## src/rtl/rc_adder_pkg.sv

```systemverilog
// rc_adder_pkg: shared width default and widened result type for the ripple-carry adder
package rc_adder_pkg;
    localparam int DEFAULT_WIDTH = 4;
    typedef logic [DEFAULT_WIDTH:0] result_t;
endpackage

```

## src/rtl/full_adder_cell.sv

```systemverilog
// full_adder_cell: one combinational 1-bit full adder, the link of the ripple chain
module full_adder_cell (
    input  logic a,
    input  logic b,
    input  logic ci,
    output logic s,
    output logic co
);
    logic p;
    assign p  = a ^ b;
    assign s  = p ^ ci;
    assign co = (a & b) | (ci & p);
endmodule

```

## src/rtl/rc_adder_4.sv

```systemverilog
// rc_adder_4: registered ripple-carry adder built from explicit full_adder_cell instances
// Optional signed-overflow output ovf enabled by defining RC_ADDER_4_OVERFLOW_EN.
module rc_adder_4
    import rc_adder_pkg::*;
#(
    parameter int WIDTH = DEFAULT_WIDTH
) (
    input  logic             clk,
    input  logic             rst,
    input  logic             in_valid,
    input  logic [WIDTH-1:0] a,
    input  logic [WIDTH-1:0] b,
    input  logic             cin,
    output logic [WIDTH-1:0] sum,
    output logic             cout,
    output logic             out_valid
`ifdef RC_ADDER_4_OVERFLOW_EN
    ,
    output logic             ovf
`endif
);
    logic [WIDTH:0]   c;
    logic [WIDTH-1:0] s;
    assign c[0] = cin;
    for (genvar i = 0; i < WIDTH; i++) begin : g_cell
        full_adder_cell u_fa (
            .a  (a[i]),
            .b  (b[i]),
            .ci (c[i]),
            .s  (s[i]),
            .co (c[i+1])
        );
    end
    always_ff @(posedge clk or posedge rst) begin
        if (rst) begin
            sum       <= '0;
            cout      <= 1'b0;
            out_valid <= 1'b0;
        end else begin
            out_valid <= in_valid;
            if (in_valid) begin
                sum  <= s;
                cout <= c[WIDTH];
            end
        end
    end
`ifdef RC_ADDER_4_OVERFLOW_EN
    // Signed overflow: carry into the MSB differs from carry out of it
    always_ff @(posedge clk or posedge rst) begin
        if (rst) ovf <= 1'b0;
        else if (in_valid) ovf <= c[WIDTH] ^ c[WIDTH-1];
    end
`endif
endmodule

```

## config.mk

```make
export PLATFORM = sky130hd
export DESIGN_NAME = rc_adder_4
export DESIGN_NICKNAME = d
export VERILOG_FILES = /design/src/rtl/rc_adder_pkg.sv /design/src/rtl/full_adder_cell.sv /design/src/rtl/rc_adder_4.sv
export SDC_FILE = /design/constraint.sdc
export NUM_CORES = 1
export LEC_CHECK = 0
export BUFFER_PORTS_ARGS = -buffer_cell sky130_fd_sc_hd__buf_2
export CAP_MARGIN = 10
export CORE_AREA = 2 2 39 41
export DETAILED_ROUTE_END_ITERATION = 16
export DIE_AREA = 0 0 41 43
export HOLD_SLACK_MARGIN = 0.15
export SLEW_MARGIN = 40
export SYNTH_ARGS = -nofsm -noshare
export SYNTH_HDL_FRONTEND = slang
export SYNTH_SLANG_ARGS = --single-unit
```

## constraint.sdc

```tcl
create_clock -name clk -period 1.3 [get_ports clk]
set_input_delay 0.39 -clock clk [delete_from_list [all_inputs] [get_ports clk]]
set_output_delay 0.39 -clock clk [all_outputs]
set_load 0.02 [all_outputs]
```

==> metrics.txt <==
antenna viol nets, final 0; Worst-Margin Slew 0.220 ns; worst-skew pair later-pin latency 0.24 ns; worst setup path endpoint sum[3]$_DFFE_PP0P_; Min Clock Period, post-route 1.85 ns; count of warnings emitted by yosys 0; area added between synthesis and finish 51.9%; count of unresolved DRC violations after routing 0; Max Clk Rate roughly 0.54 GHz; cells on worst reg2reg path 1; vias in the first global route approximately 240; setup repair after global routing missed its margin yes; WL final 585 um; largest family of logic cells by synthesized area adder cells; vias after detailed routing 244; fraction of final layout cells with drive strength greater than 1 66.0%; grt total ovfl 0; count of pins over their slew limit 0; adder-cell share of the synthesized area 24.4%; number of buffers inserted during clock tree synthesis 3; total track usage roughly 8.7%; clock root buffer clkbuf_4; final setup fails 4; Initial Util a little under a quarter; CP Data Required Time 1.47 ns; input/output buffers 17; beginning of the worst register-to-register path sum[2]$_DFFE_PP0P_; Reg2Reg Setup Slack 0.53 ns; Final Hold Vio Count 0; I/O pin cnt 18; synthesized cell area 328 um2; number of antenna cells inserted 0; count of clock tree sinks 6; antenna violations before repair 0; Avg WL per Cell 9.29 um; first-pass GRT wire length between 900 and 1000 um; worst hold slack after final layout 0.380 ns; largest net degree at the start of global routing 10; start point of the critical path a[0]; leakage power total 0.253 nW; Seq. cell area about 150 um2; violations in the final reports negative setup slack; Clock Skew 0 ns; Worst Setup Start Kind input pin; simple-gate share of the synthesized area 3.44%; crit path DAT 2.02 ns; 1st-iter DRT viols 0; share of synthesized area occupied by flip-flops and latches 45.8%; Via-to-Cell Ratio between 3 and 4; maximum fanout along the worst path 1; critical register-to-register path endpoint sum[2]$_DFFE_PP0P_; cell count after synthesis 27; Max transition margin 85.4%; post-synth cell types 7; worst voltage drop across the vdd grid between 0.0003 and 0.0004 V; clock slew seen by the registers of the worst setup and hold paths around 0.05 ns; post-synthesis share of cell area spent on xor and xnor gates 0%; type of the worst setup path input pin to register; Post-layout nets 65; classification of the worst-slack hold path input pin to register; # Max-Cap Violations 0; Synth Net Count 43; Avg Inst Size Synth 12.1 um2; FP Rows 14; number of buffers on the longest clock path 2; result of the run finished with violations; multi-input logic area 148 um2; CTS tree done; number of buffers inserted to repair setup after CTS 0; filler instances 144; final critical-path setup slack -0.550 ns; period utilisation layout 142%; critical path endpoint category register; H-tree depth reported by CTS 1; number of search-and-repair iterations in the first detailed-routing pass 1; final core area utilization 36.0%; floorplan die height 43 um; HPWL reported at the end of detailed placement 493 um; mux share of post-synthesis cell area 9.16%; power density of the placed cells 1170 nW/um2; Synth Register Bits 6; complex-gate fraction of the synthesized area 4.58%; Final Wtd Congestion 0.666; core footprint 1380 um2; full die area 1760 um2; Die Span X just over 40 um
## worst min-delay path by stage
| stage | start | endpoint | cells past startpoint |
|---|---|---|---|
| after floorplan | rst | cout$_DFFE_PP0P_ | 1 |
| after global placement | rst | out_valid$_DFF_PP0_ | 2 |
| after detailed placement | rst | out_valid$_DFF_PP0_ | 2 |
| after CTS | in_valid | out_valid$_DFF_PP0_ | 1 |
| after global routing | in_valid | out_valid$_DFF_PP0_ | 1 |
| final | in_valid | out_valid$_DFF_PP0_ | 1 |
## cell usage in the layout, fill, tap and decap left out, drive strengths merged
master       netlist  routed
buf                1      17
inv                8       8
dfrtp              6       6
fa                 4       4
nor2               3       3
clkbuf             0       3
a21oi              3       3
mux2               2       2
dlygate4sd3        0       1
## synthesized netlist by cell type
library cell	count	share of area [%]
dfrtp_1	6	46
fa_1	4	24
nor2_1	3	3.4
buf_6	1	3.4
mux2_4	2	9.2
inv_1	8	9.2
a21oi_1	3	4.6
## routing by layer
metal	track usage, %	up-vias	share of wire [%]
li1	-	119	-
met1	9.33	115	38
met2	12.5	10	55
met3	4.71	0	7.5
met4	6.00	0	0
met5	0	-	0
## registers in the layout (all words and copies together), names as in the netlist
| register | flops |
|---|---|
| out_valid | 1 |
| cout | 1 |
| sum | 4 |
## worst max-delay path, cell delays in order
cell and delay [ns]:
buf_8 0.10, inv_8 0.04, fa_2 0.18, inv_2 0.04
fa_2 0.33, fa_2 0.34, inv_2 0.06, fa_1 0.42
a21oi_2 0.13
## kinds of logic after synthesis
logic type | count (synthesis)
buf+inv | 9
flops | 6
fa+ha+maj | 4
compound gates | 3
simple gates | 3
mux | 2
## what timing repair did
action	in CTS	in global routing
endpoints found under the setup margin	4	4
hold buffers	1	0
endpoints found under the hold margin	6	0
gates resized for setup	6	3
## through the flow
stage               instances  TNS [ns]  total power, mW  setup WS, ns  cell area (um2)
floorplan                  27     -1.90            0.342        -0.648              343
global placement           59     -2.61            0.401        -0.819              437
detailed placement         59     -2.69            0.406        -0.867              437
CTS                        63     -1.43            0.594        -0.561              485
global route               63     -1.55            0.631        -0.586              498
finish                     63     -1.43            0.585        -0.550              498
## cell type report
cell class,count,share of cell area [%]
Tap cell,16,4.02
Clock buffer,3,4.52
Inverter,8,8.04
Sequential cell,6,30.2
Timing Repair Buffer,18,23.6
Multi-Input combinational cell,12,29.6
## power breakdown
group / internal (mW) / total (mW) / switching (mW) / leakage [nW]
registers: 0.218 / 0.234 / 0.0166 / 0.0685
clock network: 0.104 / 0.170 / 0.0661 / 0.0138
logic: 0.0856 / 0.180 / 0.0947 / 0.171
Power figures use the tool's default switching activity.
